### config.mk
export PLATFORM = sky130hd
export DESIGN_NAME = temp_ram_sched
export DESIGN_NICKNAME = d
export VERILOG_FILES = /design/src/rtl/temp_ram_pkg.sv /design/src/rtl/sync_rise_det.sv /design/src/rtl/temp_ram_sched.sv
export SDC_FILE = /design/constraint.sdc
export NUM_CORES = 1
export LEC_CHECK = 0
export ABC_CLOCK_PERIOD_IN_PS = 1900
export CAP_MARGIN = 20
export CORE_MARGIN = 2
export CORE_UTILIZATION = 44
export CTS_BUF_LIST = sky130_fd_sc_hd__clkbuf_16
export CTS_CLUSTER_DIAMETER = 150
export CTS_CLUSTER_SIZE = 30
export DETAILED_ROUTE_END_ITERATION = 16
export GPL_TIMING_DRIVEN = 0
export PLACE_DENSITY = 0.8
export SYNTH_ARGS = -nofsm -noshare
export SYNTH_HDL_FRONTEND = slang
export SYNTH_HIERARCHICAL = 1
export SYNTH_SLANG_ARGS = --single-unit
### constraint.sdc
create_clock -name clk -period 1.9 [get_ports clk]
set_input_delay 0.19 -clock clk [delete_from_list [all_inputs] [get_ports clk]]
set_output_delay 0.19 -clock clk [all_outputs]
set_load 0.03 [all_outputs]
### src/rtl/temp_ram_pkg.sv
// Shared definitions for the temperature RAM scheduler: port-owner states,
// default geometry and arbitration limits.
package temp_ram_pkg;

    localparam int unsigned ADDR_W_DEF     = 7;
    localparam int unsigned STARVE_LIM_DEF = 8;
    localparam int unsigned DATA_W         = 8;

    typedef enum logic [1:0] {
        ST_IDLE = 2'b00,
        ST_RD   = 2'b01,
        ST_WR   = 2'b10
    } port_state_t;

endpackage

### src/rtl/sync_rise_det.sv
// Two-flop synchroniser for an asynchronous level, followed by a one-cycle
// pulse on each synchronised rising edge.
module sync_rise_det (
    input  logic clk,
    input  logic rst,
    input  logic level,
    output logic pulse
);

    logic meta;
    logic sync;
    logic sync_q;

    always_ff @(posedge clk or negedge rst) begin
        if (!rst) begin
            meta   <= 1'b0;
            sync   <= 1'b0;
            sync_q <= 1'b0;
        end else begin
            meta   <= level;
            sync   <= meta;
            sync_q <= sync;
        end
    end

    assign pulse = sync & ~sync_q;

endmodule

### src/rtl/temp_ram_sched.sv
// Single-port RAM scheduler for double-buffered temperature frames: arbitrates
// reader and sensor writer onto the RAM port and swaps banks on frame edges.
module temp_ram_sched
    import temp_ram_pkg::*;
#(
    parameter int unsigned ADDR_W     = ADDR_W_DEF,
    parameter int unsigned STARVE_LIM = STARVE_LIM_DEF
) (
    input  logic              clk,
    input  logic              rst,
    input  logic              sw,
    input  logic              rd_req,
    input  logic [ADDR_W-1:0] rd_addr,
    output logic              rd_ack,
    output logic [DATA_W-1:0] rd_data,
    output logic              rd_valid,
    input  logic              wr_req,
    input  logic [ADDR_W-1:0] wr_addr,
    input  logic [DATA_W-1:0] wr_data,
    output logic              wr_ack,
    input  logic              wr_done,
    output logic [ADDR_W:0]   ram_addr,
    output logic              ram_we,
    output logic [DATA_W-1:0] ram_wdata,
    input  logic [DATA_W-1:0] ram_rdata,
    output logic              rd_bank,
    output logic              bank_swapped,
    output logic [7:0]        stale_cnt,
    output logic              overrun
);

    localparam int unsigned STARVE_W = $clog2(STARVE_LIM + 1);
    localparam logic [STARVE_W-1:0] STARVE_MAX = STARVE_W'(STARVE_LIM);

    port_state_t         state;
    port_state_t         state_next;
    logic [STARVE_W-1:0] starve;
    logic                starve_hit;
    logic                rd_pipe;
    logic                frame_edge;
    logic                swap_pend;
    logic                swap_now;

    sync_rise_det u_sw_sync (
        .clk   (clk),
        .rst   (rst),
        .level (sw),
        .pulse (frame_edge)
    );

    assign starve_hit = (starve == STARVE_MAX);

    // A starved writer pre-empts a waiting reader for exactly one grant.
    always_comb begin
        state_next = ST_IDLE;
        if (wr_req && (starve_hit || !rd_req)) begin
            state_next = ST_WR;
        end else if (rd_req) begin
            state_next = ST_RD;
        end
    end

    always_ff @(posedge clk or negedge rst) begin
        if (!rst) begin
            state <= ST_IDLE;
        end else begin
            state <= state_next;
        end
    end

    assign rd_ack = (state == ST_RD);
    assign wr_ack = (state == ST_WR);
    assign ram_we = (state == ST_WR);

    always_ff @(posedge clk or negedge rst) begin
        if (!rst) begin
            ram_addr  <= '0;
            ram_wdata <= '0;
        end else begin
            case (state_next)
                ST_RD: ram_addr <= {rd_bank, rd_addr};
                ST_WR: begin
                    ram_addr  <= {~rd_bank, wr_addr};
                    ram_wdata <= wr_data;
                end
                default: ;
            endcase
        end
    end

    always_ff @(posedge clk or negedge rst) begin
        if (!rst) begin
            starve <= '0;
        end else if (state_next == ST_WR) begin
            starve <= '0;
        end else if (wr_req && !starve_hit) begin
            starve <= starve + 1'b1;
        end
    end

    // RAM answers one cycle after the address; capture it one cycle later.
    always_ff @(posedge clk or negedge rst) begin
        if (!rst) begin
            rd_pipe  <= 1'b0;
            rd_valid <= 1'b0;
            rd_data  <= '0;
        end else begin
            rd_pipe  <= rd_ack;
            rd_valid <= rd_pipe;
            if (rd_pipe) begin
                rd_data <= ram_rdata;
            end
        end
    end

    assign swap_now = frame_edge && (swap_pend || wr_done);

    always_ff @(posedge clk or negedge rst) begin
        if (!rst) begin
            rd_bank      <= 1'b0;
            swap_pend    <= 1'b0;
            bank_swapped <= 1'b0;
            stale_cnt    <= '0;
            overrun      <= 1'b0;
        end else begin
            bank_swapped <= swap_now;
            if (wr_done && swap_pend) begin
                overrun <= 1'b1;
            end
            if (swap_now) begin
                rd_bank   <= ~rd_bank;
                swap_pend <= 1'b0;
                stale_cnt <= '0;
            end else begin
                if (wr_done) begin
                    swap_pend <= 1'b1;
                end
                if (frame_edge && (stale_cnt != 8'hFF)) begin
                    stale_cnt <= stale_cnt + 8'd1;
                end
            end
        end
    end

endmodule

# == Word level (Yosys, flattened, before mapping) ==
# Cells that the tools add are included.
# classes
n_addsub,2
eq_ne,6
n_mux,9
n_bitwise,3
reduce_logical,13
# op_table
operator,count
$mux 8,2
$pmux 8 s2,1
$add 8x1->8 const B,1
$mux 4,2
$ne 8x8->1 const B,1
$reduce_bool 2->1,4
$logic_and 1x1->1,5
$add 4x1->4 const B,1
$eq 2x1->1 const B,2
$eq 2x2->1 const B,2
$eq 4x4->1 const B,1
$mux 1,3
$logic_not 1->1,2
$logic_or 1x1->1,2
$mux 2,1
$not 1->1,2
$and 1x1->1,1
# totals
ff_bits,47
input_bits,36
out_inout_bits,39
wordCells,48

# == Longest topological paths before layout ==
# Gate-level depths: netlist of the first run.
# depth
depth_word,6
ltp_mapped,6
depth_no_buf,5

# == Cells and area by module ==
# The synthesis of the first run kept the hierarchy.
# by_module_without_submodules
module,instances,cells_each,area_per_inst_um2,seq_area_each_um2
temp_ram_sched,1,147,1905.6,1101.1
sync_rise_det,1,4,88.8,75.1

# == Least setup slack after synthesis of the first run ==
# Ideal clock, no wire load.
# synth_timing
path_type,reg2reg
start,register starve[0]
end,register ram_wdata[5]
setup_time_ps,125
arrival_time_ps,1486
required_ps,1775
slack_ps,289
path_stages_with_launch,7
path_buffers,1
synth_period_minus_slack_ps,1611
cell_sequence,dfrtp_1 -> inv_1 -> ha_1 -> nand3b_4 -> a21oi_4 -> buf_6 -> mux2_2
# synth_between
elab_chain_len,5
# synth_rtl
element,line,text
"start, declared",temp_ram_sched.sv:37,logic [STARVE_W-1:0] starve;
"start signal, assigned",temp_ram_sched.sv:97,starve <= starve + 1'b1;
$eq 4x4->1,temp_ram_sched.sv:51,assign starve_hit = (starve == STARVE_MAX);
$logic_or 1x1->1,temp_ram_sched.sv:56,if (wr_req && (starve_hit || !rd_req)) begin
$logic_and 1x1->1,temp_ram_sched.sv:56,
$mux 2,temp_ram_sched.sv:56,
named net state_next[1],temp_ram_sched.sv:36,port_state_t state_next;
$eq 2x2->1,temp_ram_sched.sv:80,case (state_next)
"end signal, assigned",temp_ram_sched.sv:84,ram_wdata <= wr_data;
"end, declared",temp_ram_sched.sv:24,"output logic [DATA_W-1:0] ram_wdata,"
# The timed path passes the listed nets, and every way through them passes these cells.
# A chain may end at the register's enable or synchronous reset.

# == Worst setup path in the final report of the first run ==
# layout_timing
start,register state[0]
end,output port wr_ack
# layout_between
elab_chain_len,1
# layout_rtl
element,line,text
"start, declared",temp_ram_sched.sv:35,port_state_t state;
"start signal, assigned",temp_ram_sched.sv:67,state <= state_next;
$eq 2x2->1,temp_ram_sched.sv:72,assign wr_ack = (state == ST_WR);
"end, declared",temp_ram_sched.sv:20,"output logic wr_ack,"
# No other way between the ends.

==> impl_summary.md, run 1 <==
Status
The flow ran to the end, and the final reports show no timing, DRC or antenna violations.

Global route
The initial antenna violation count was 0. The maximum number of pins on one net before global-route repair is 28. The via count of the first global-routing pass is around 1500. The first global-routing pass estimated approximately 6.7 mm of wire. For this run, the total global-route usage over all layers was measured as between 10% and 20%. The overall overflow remaining after global route is 0.

Routing
Dividing the detail-routed wire length by the instance count gives between 10 and 15 um. The via count is approximately 1500. The routed design has roughly 4 mm of wire. The first detailed-routing pass took 4 iterations. After the first detailed-routing iteration, the DRC count stood at 78.

After detailed routing, the number of remaining DRC violations is 0. The detail-routed via count per cell is 5.34. Once detail routing completed, the nets flagged for antenna violations numbered 0.

Layout
Summing all flip-flop and latch instances after layout gives about 0.0012 mm2. The number of standard cells in the layout, taps in and fillers out is 286. The proportion of layout cells with a drive suffix above 1 is 17.9%. Leaving out fill and tap cells, the most frequent cells in the layout are sky130_fd_sc_hd__clkdlybuf4s50_1 (72), sky130_fd_sc_hd__dfrtp_1 (47), sky130_fd_sc_hd__mux2_2 (16), sky130_fd_sc_hd__and2_1 (7), sky130_fd_sc_hd__a221o_2 (7).

The number of nets in the final layout is 272. After routing the design area is about 0.0030 mm2. The diode insertion count for antenna repair is 0.

The most common library cell in the layout ignoring fill and taps is sky130_fd_sc_hd__clkdlybuf4s50_1. Compared with the post-synthesis result, the final layout area differs by 49.4%. Fill cells in the final layout number 339. In the final layout, the multi-input gates occupy between 700 and 800 um2.

Floorplan
The floorplan step set the die width to 71.3 um. The die covers slightly above 0.005 mm2. The placeable core area is 0.00435 mm2.

The total number of placement rows is 24. The die is between 70 and 80 um tall. The count of boundary I/O pins is 75.

The initial standard-cell utilization of the core is a little under half.

Synthesis
The xor and xnor area share after synthesis is less than 1%. The distinct cell type count after synthesis is 41. The post-synthesis compound-gate area fraction is 13.1%. A synthesized cell averages 13.2 um2. The mux cell area share after synthesis is 10.5%. The number of cells produced by synthesis is approximately 150. The main combinational cell family by area after synthesis is compound AO/OA/AOI/OAI gates. The count of yosys warnings during synthesis is 6. The post-synthesis adder-cell area fraction is 1.88%. After synthesis the netlist holds a flip-flop and latch count of 47.

The fraction of the yosys area taken by sequential cells is between 50% and 60%. After synthesis, the share of flip-flops with an asynchronous set or reset is 100%. The most instantiated flip-flop cell in the synthesis netlist is sky130_fd_sc_hd__dfrtp_1.

After synthesis the cells add up to between 0.0015 and 0.002 mm2. The synthesized-area fraction occupied by and/or/nand/nor cells is 11.9%. Counting every net in the synthesized netlist gives 190. The number of enable-type register cells in the synthesized netlist is 0.

Placement
The total placed cells including tap cells is ~280. The placement-stage cell area is 0.00281 mm2. Detailed placement ended at an HPWL of 3.04 mm. The congestion estimate from routability-driven global placement came to a little under 0.9. The number of I/O port buffers is 73.

Hold path
In this run the most critical hold path is launched from rd_req. The type of the tightest min-delay check is input pin to register.

STA
The total count of max-transition violations in the final report was 0. The relative max-transition margin is 63.9%. Setup violations remaining at the end of the flow were counted as 0. Of the available clock period, the critical path in the final layout requires around 93%. For the pin with the worst max-slew slack, the measured transition is 0.536 ns.

The shortest clock period the worst path allows after layout is 1.76 ns. Setup repair after global routing left no endpoint under its margin. The final-layout worst hold slack is 0.273 ns. The maximum operating frequency is 567 MHz.

The count of endpoints failing hold in the final timing report was 0. The worst clock skew is 0.00392 ns.

Critical path
The count of buffering cells on the critical path with inverters included is 2. The arrival time of data at the critical path endpoint is 1.57 ns. The cell family contributing the most delay on the critical path is buffers and inverters.

The start-to-end type of the worst setup path is register to primary output. The signal on the critical path passes through nor2b_1 > buf_4 > clkdlybuf4s50_1. The worst setup path is launched from a register. The source of the critical timing path is state[0]. The slowest stage of the critical path is the sky130_fd_sc_hd__clkdlybuf4s50_1 cell. In this run the number of cells on the critical path is 3. The startpoint of the lowest-slack register-to-register path is starve[0]. In this run the register-to-register setup slack is roughly 0.16 ns. The capture point of the worst reg-to-reg path is ram_wdata[5].

The required time at the worst-slack endpoint is ~1.7 ns. The logic depth of the worst register-to-register path is 6. STA classifies the critical path endpoint as a primary output. The worst-path maximum fanout is 2. For this run, the slowest stage of the critical path takes 0.65 ns. The endpoint of the most critical setup path is wr_ack.

Power and ir drop
The worst-case vdd ir drop is around 0.69 mV. The ratio of total power to cell area is 937 mW/mm2. The analysis attributes to cell leakage a power of 1.28 nW.

Clocking
The clock buffer count from CTS is 5. TritonCTS built the clock tree. The post-CTS repair timing setup buffer count is 0. The TritonCTS sink count is 47. At the later pin of the worst-skew pair, clock insertion delay measures 0.28 ns. The root buffer cell is sky130_fd_sc_hd__clkbuf_16. The clock transition at the register clock pins on the worst setup and hold paths after CTS is 0.06 ns.

The number of H-tree levels is 2. The clock tree buffer depth is 2.

Run
The max-cap check violation count is 0.
[synth_stat cells (2+ instances only)]
library cell	number	area share [%]
sky130_fd_sc_hd__dfrtp_1	47	59
sky130_fd_sc_hd__mux2_2	16	9.0
sky130_fd_sc_hd__a221o_2	7	4.0
sky130_fd_sc_hd__and2_1	7	2.2
sky130_fd_sc_hd__a21oi_1	6	1.5
sky130_fd_sc_hd__o21ai_0	6	1.5
sky130_fd_sc_hd__inv_1	4	0.75
sky130_fd_sc_hd__nand2_1	4	0.75
sky130_fd_sc_hd__nand3_1	4	1.0
sky130_fd_sc_hd__nand4_1	4	1.3
sky130_fd_sc_hd__and4_1	3	1.3
sky130_fd_sc_hd__ha_1	3	1.9
sky130_fd_sc_hd__mux2i_1	3	1.5
sky130_fd_sc_hd__nor2_1	3	0.56
sky130_fd_sc_hd__nor2b_1	3	0.94
sky130_fd_sc_hd__a21o_1	2	0.75
sky130_fd_sc_hd__buf_2	2	0.50
sky130_fd_sc_hd__buf_6	2	1.1
sky130_fd_sc_hd__o31ai_1	2	0.75
sky130_fd_sc_hd__or3_1	2	0.63
[power by group]
part	internal [mW]	switching, mW
sequential	1.11	0.0735
combinational	0.325	0.333
clock	0.613	0.339
total	2.05	0.745
[sequential cells by signal, summed over array words and instances, names as in the netlist]
signal and cells:
swap_pend 1, ram_addr 8, u_sw_sync/sync_q 1, overrun 1, rd_valid 1, ram_wdata 8, u_sw_sync/meta 1, u_sw_sync/sync 1
state 2, rd_bank 1, bank_swapped 1, stale_cnt 8, rd_data 8, starve 4, rd_pipe 1
[worst reg2reg max path: stages, from the launching register on]
cell                       delay (ns)
sky130_fd_sc_hd__dfrtp_1         0.40
sky130_fd_sc_hd__inv_1           0.10
sky130_fd_sc_hd__ha_1            0.20
sky130_fd_sc_hd__nand3b_4        0.13
sky130_fd_sc_hd__a21oi_4         0.29
sky130_fd_sc_hd__buf_6           0.19
sky130_fd_sc_hd__mux2_2          0.33
[how the worst min path moves through the flow]
| stage | endpoint | slack [ns] | cells after the start |
|---|---|---|---|
| 6_report | starve[1] | 0.27 | 3 |
| 5_1_grt | starve[1] | 0.30 | 3 |
| 4_1_cts | starve[1] | 0.27 | 3 |
| 3_5_place_dp | ram_addr[2] | 0.18 | 1 |
| 3_3_place_gp | u_sw_sync/sync | 0.33 | 0 |
| 2_1_floorplan | bank_swapped | -0.11 | 0 |
[cells by family after synthesis]
kind of cell / count (synthesis)
AND/OR/NAND/NOR: 37
flip-flops: 47
adder cells (fa/ha/maj): 3
AO/OA/AOI/OAI: 33
buffers and inverters: 11
multiplexers: 19
XOR/XNOR: 1
[per-layer routing]
layer  vias up  global-route usage (%)  part of all wire [%]
met5         -                       0                     0
li1        728                       -                     -
met4         0                    5.87                  0.88
met3         4                    5.63                   7.2
met2        54                    27.1                    49
met1       740                    20.7                    43
[stage by stage]
stage	util, %	setup TNS [ns]	worst slack (ns)	total power, mW
after floorplan	-	0	0.289	1.54
after detailed placement	64.4	0	0.126	1.86
final	68.4	0	0.137	2.79
after global routing	68.4	0	0.0739	2.91
after global placement	64.1	-29.81	-0.636	1.85
after CTS	68.4	0	0.130	2.83
[layout make-up]
cell class	count	share of cell area, %
Buffer	6	1.47
Clock buffer	5	4.20
Clock inverter	3	1.30
Inverter	5	0.630
Multi-Input combinational cell	93	25.4
Sequential cell	47	39.5
Tap cell	52	2.18
Timing Repair Buffer	75	25.4
[repair_timing]
action	4_1_cts	5_1_grt
hold endpoints to repair	20	0
hold buffers	1	0
gates resized for setup	0	0
(Power assumes the default switching activity.)
==> inputs of run 2 (changes only) <==
--- a/config.mk
+++ b/config.mk
@@ -7,7 +7,6 @@
 export LEC_CHECK = 0
 export ABC_CLOCK_PERIOD_IN_PS = 1900
 export CAP_MARGIN = 20
-export CORE_MARGIN = 2
 export CORE_UTILIZATION = 44
 export CTS_BUF_LIST = sky130_fd_sc_hd__clkbuf_16
 export CTS_CLUSTER_DIAMETER = 150
==> run 2 against run 1 <==
  * Sequential share of layout area is 0.38 points lower
  * Largest power group unchanged
  * Global-route usage increased by 1.8 points
  * Highest routed layer unchanged
  * Via count shrank 1.3%
  * Largest cell class unchanged
  * Critical endpoint unchanged
  * Die area shrank 5.5%
  * Worst hold slack got worse by 0.023 ns
  * Fmax down 2.9%
  * Clock power increased by 19%
  * Core utilization increased by 0.66 points
  * Register-to-register slack barely moved
==> impl_summary.md, run 2 (synthesized netlist as in run 1, its figures left out) <==
Routing
The first routing iteration left 62 violations. The detail-routed via count per cell is 5.27. In this run the remaining antenna-violating nets after routing total 0.

For this block, the via count after detailed routing is 1506. After detailed routing, the average wire length per cell comes to 14.1 um. The length of the first detailed-routing pass in iterations is 4. The remaining design rule violation count is 0. For this block, the routed nets add up to around 4.0 mm of wire.

Layout
In the final layout, flip-flops and latches occupy 0.00118 mm2. After the last flow step, the layout net total stands at 272. The layout has 309 filler cells. The repair_antennas step left the layout with diodes totalling 0.

The utilization after layout is 69.1%. The area of the multi-input gates is 756 um2. The number of standard cells in the layout, taps in and fillers out is roughly 290. The area growth from synthesis to layout is 50.8%. Leaving out fill and tap cells, the most frequent cells in the layout are sky130_fd_sc_hd__clkdlybuf4s50_1 (72), sky130_fd_sc_hd__dfrtp_1 (47), sky130_fd_sc_hd__mux2_2 (16), sky130_fd_sc_hd__and2_1 (7), sky130_fd_sc_hd__a221o_2 (7). Leaving out fill and tap cells, the most frequent cell in the layout is sky130_fd_sc_hd__clkdlybuf4s50_1. Of the cells placed in the final design, the portion with a size suffix greater than 1 is 18.4%. The final design instance area without fill is 0.00301 mm2.

Critical path
The endpoint of the most critical setup path is wr_ack. The source of the critical timing path is state[0]. In this run the critical register-to-register path is launched from starve[0]. The signal on the critical path passes through nor2b_1 > buf_4 > clkdlybuf4s50_1. The required time at the worst-slack endpoint is 1.71 ns. The worst-path maximum fanout is 2. On the worst path, the slowest cell contributes a delay of ~0.67 ns. The logic depth of the worst register-to-register path is 6. The start-to-end type of the worst setup path is register to primary output. STA classifies the critical path startpoint as a register. The critical path runs through a total of 3 cells. Data arrives at the worst endpoint at 1.62 ns. The critical path contains buffers and inverters numbering 2 combined. The kind of cell adding the most delay to the critical path is buffers and inverters.

The endpoint kind of the worst setup timing path is a primary output. Setup slack on the worst reg-to-reg path comes out at 0.16 ns. In this run the critical register-to-register path is captured at ram_wdata[6]. The cell with the biggest individual delay on the critical path is sky130_fd_sc_hd__clkdlybuf4s50_1.

Placement
Routability-driven placement finished with a final weighted congestion of roughly 0.83. The placement-stage cell area is 0.00281 mm2. The pre-CTS worst setup slack is 0.121 ns. Port buffering added between 70 and 80 buffers. After detailed placement, the design holds a cell count of 277. Detailed placement finished with a half-perimeter wire length of roughly 2.9 mm.

Floorplan
The count of boundary I/O pins is 75. The floorplan step defined a die boundary enclosing 0.00481 mm2. The floorplan step set the die height to 69.3 um. The core region is 0.00435 mm2. The width of the die is just under 70 um.

In this run the core area contains 24 standard-cell rows. Once the floorplan was initialized, standard cells occupied around 46% of the core.

STA
The maximum operating frequency is approximately 550 MHz. Setup violations remaining at the end of the flow were counted as 0. The final sum of negative setup slack is 0 ns. Headroom to the max-slew limit came out at 65.8%. The slew at the pin with the worst max-slew slack is 0.508 ns.

Hold is met by roughly 0.25 ns. The share of the clock period used by the worst path after layout is 95.5%. The total count of max-transition violations in the final report is 0. Setup repair after global routing left no endpoint under its margin. The count of endpoints failing hold in the final timing report came to 0.

The worst clock skew is roughly 0.0034 ns. The shortest clock period the worst path allows after layout is 1.81 ns. The worst setup margin is 0.0856 ns.

Power and ir drop
The cell leakage power is 1.29 nW. The power after layout is between 2 and 3 mW. Power spread over the standard cell area amounts to roughly 1000 mW/mm2. The worst-case vdd ir drop is between 0.6 and 0.7 mV.

Clocking
The clock net in this run drives a total of 47 sinks. The clock transition at the register clock pins on the worst setup and hold paths after CTS is 0.06 ns. TritonCTS built the clock tree. Once the clock tree was built, the resizer swapped 0 gates to a different size.

The clock tree buffer depth is 2. The clock buffer count from CTS is 5. The root buffer cell is sky130_fd_sc_hd__clkbuf_16. CTS built an H-tree with a depth of 2.

For the worst-skew pair, the clock arrives at the later sink with an insertion delay of ~0.29 ns.

Hold path
The min-delay analysis places its worst path in the category input pin to register.

Global route
The overall overflow remaining after global route is 0. The initial antenna violation count was 0. The via count of the first global-routing pass is 1533. The first global-routing pass estimated 6.97 mm of wire. Entering global routing, the biggest net connects 30 pins. Across every metal layer, demand over resource in global routing totals 18.4%.

Run
The max-cap check violation count is 0.

Status
The run finished with clean final reports.
## run 2: per-layer routing
layer  wire, um  track usage (%)  up-vias
met3        260             6.10        4
met4         38             6.58        0
met2       1840             28.4       57
met5          0                0        -
met1       1890             24.3      720
li1           -                -      725
## run 2: tightest hold or removal path, delay by kind of cell
family / cells / cell delay [ns]
AND/OR/NAND/NOR: 1 / 0.08
AO/OA/AOI/OAI: 1 / 0.07
buffers and inverters: 1 / 0.15
## run 2: repair_timing
item / in CTS / in global routing
hold buffers: 1 / 0
endpoints found under the hold margin: 18 / 0
endpoints found under the setup margin: 0 / 0
buffers inserted: 0 / 0
## run 2: cell type report
class | count | share of cell area, %
buffer | 6 | 1.46
clock buffer | 5 | 4.16
clock inverter | 3 | 2.25
inverter | 5 | 0.624
multi-input combinational | 93 | 25.1
sequential | 47 | 39.1
tap | 52 | 2.16
timing repair buffer | 75 | 25.1
## run 2: how the worst min path moves through the flow
| stage | startpoint | to | slack, ns | cells past startpoint |
|---|---|---|---|---|
| global placement | u_sw_sync/meta | u_sw_sync/sync | 0.33 | 0 |
| detailed placement | rst | stale_cnt[6] | 0.16 | 1 |
| finish | rd_req | starve[1] | 0.25 | 3 |
| CTS | rd_req | starve[1] | 0.25 | 3 |
| global route | rd_req | starve[1] | 0.28 | 3 |
| floorplan | rst | bank_swapped | -0.11 | 0 |
## run 2: power breakdown
part / leakage, nW / internal (mW) / switching [mW]
clock network: 0.0900 / 0.753 / 0.374
registers: 0.577 / 1.11 / 0.0724
logic: 0.620 / 0.325 / 0.332
==> edit (flow settings as in run 2) <==
Put one more register stage on the output `stale_cnt`, without a reset. The value now appears one clock later. The other outputs are not delayed to match.
--- a/src/rtl/temp_ram_sched.sv
+++ b/src/rtl/temp_ram_sched.sv
@@ -32,4 +32,6 @@
     localparam int unsigned STARVE_W = $clog2(STARVE_LIM + 1);
     localparam logic [STARVE_W-1:0] STARVE_MAX = STARVE_W'(STARVE_LIM);
+
+    logic [7:0] stale_cnt_s0;
 
     port_state_t         state;
@@ -121,5 +123,5 @@
             swap_pend    <= 1'b0;
             bank_swapped <= 1'b0;
-            stale_cnt    <= '0;
+            stale_cnt_s0 <= '0;
             overrun      <= 1'b0;
         end else begin
@@ -131,11 +133,11 @@
                 rd_bank   <= ~rd_bank;
                 swap_pend <= 1'b0;
-                stale_cnt <= '0;
+                stale_cnt_s0 <= '0;
             end else begin
                 if (wr_done) begin
                     swap_pend <= 1'b1;
                 end
-                if (frame_edge && (stale_cnt != 8'hFF)) begin
-                    stale_cnt <= stale_cnt + 8'd1;
+                if (frame_edge && (stale_cnt_s0 != 8'hFF)) begin
+                    stale_cnt_s0 <= stale_cnt_s0 + 8'd1;
                 end
             end
@@ -143,4 +145,8 @@
     end
 
+    always_ff @(posedge clk) begin
+        stale_cnt <= stale_cnt_s0;
+    end
+
 endmodule
 
Function: changed (a bounded check fails within 4 cycles, from zero or initial values and one cycle with rst low).
==> edit against run 2 <==
Sequential cell count increased by 8; routed wire length increased by 9.9%; clock skew increased by 1.5 ps; final area increased by 4.4%; setup slack improved by 17 ps; area after synthesis increased by 8.3%; total power decreased by 3.0%; maximum frequency increased by 0.97%.
==> edit: results (changes against run 2) <==
| Metric | Value |
|---|---|
| Outcome | `finished clean` |
| Iter 0 DRT Violations | `71 (+15%)` |
| Static Leak | `0.00132 uW (+2.4%)` |
| Num Clock Sinks | `55 (+17%)` |
| FF-to-FF End | `ram_wdata[5]` |
| Met2 wire len | `2.05 mm (+12%)` |
| GP Congestion | `0.822 (-0.64%)` |
| Wire length on met1 | `2.02 mm (+6.7%)` |
| Reg power frac | `47.1% (+7.3 points)` |
| Worst slack at placement | `93.5 ps (-27.4 ps)` |
| Starting Density | `45.7% (-0.083 points)` |
| M3 GR Usage | `5.42% (-0.69 points)` |
| Met1 GRT Util | `23.9% (-0.45 points)` |
| Dpl cell area | `0.00299 sq mm (+6.6%)` |
| ClkCell Share | `4.46% (-1.9 points)` |
| Metal3 WL | `340 microns (+31%)` |
| Pin count of the biggest net entering global routing | `35 (+17%)` |
| DR vias/cell | `5.06 (-3.9%)` |
| Fraction of area in multi-input gates | `24.0% (-1.2 points)` |
| Yosys cell types | `43 (+4.9%)` |
| Setup Skew | `4.97 ps (+1.54 ps)` |
| Post-Synth Adder-Cell Area | `1.74% (-0.14 points)` |
| Nets | `282 (+3.7%)` |
| Total power | `2880 uW (-3.0%)` |
| Clk pwr share | `29.9% (-8.1 points)` |
| Wire per inst | `14.2 microns (+1.1%)` |
| Peak supply drop | `489 uV (-21%)` |
| Compound-Gate Fraction of Synth Area | `12.7% (-0.42 points)` |
| Area of the multi-input gates | `752 sq um (-0.50%)` |
| NonClk Buf Share | `25.7% (-0.83 points)` |
| XOR/XNOR Fraction of Synth Area | `0.406% (-0.034 points)` |
| Internal Power | `2080 uW (-4.6%)` |
| Mux contribution to synthesized area | `9.73% (-0.81 points)` |
| Syn nets | `200 (+5.3%)` |
| Sequential share of cell area | `42.6% (+3.5 points)` |
| Commonest cells post-synth | `dfrtp_1, mux2_2, dfxtp_1` |
| GRT Total Usage | `18.6% (+0.19 points)` |
[edit: critical path: stages, from the launching register on]
cell             delay (ps)
dfrtp_1                 370
nor2b_1                 170
buf_4                   130
clkdlybuf4s50_1         650
[edit: worst max-delay path by stage]
stage / startpoint / endpoint / slack, ps / depth (start not counted)
after global routing: starve[0] / ram_wdata[6] / 20 / 6
after global placement: rst / stale_cnt_s0[1] / -690 / 1
final: state[0] / wr_ack / 100 / 3
after CTS: state[0] / wr_ack / 80 / 3
after detailed placement: wr_req / ram_wdata[5] / 90 / 5
after floorplan: starve[0] / ram_wdata[5] / 290 / 6
[edit: through the flow]
stage / TNS, ps / hold slack (ps) / std cells / util, %
floorplan: 0 / -106 / 161 / -
global placement: -32330 / 332 / 301 / 63.0
detailed placement: 0 / 119 / 302 / 63.3
CTS: 0 / 260 / 311 / 66.5
global route: 0 / 296 / 311 / 66.5
finish: 0 / 260 / 311 / 66.5
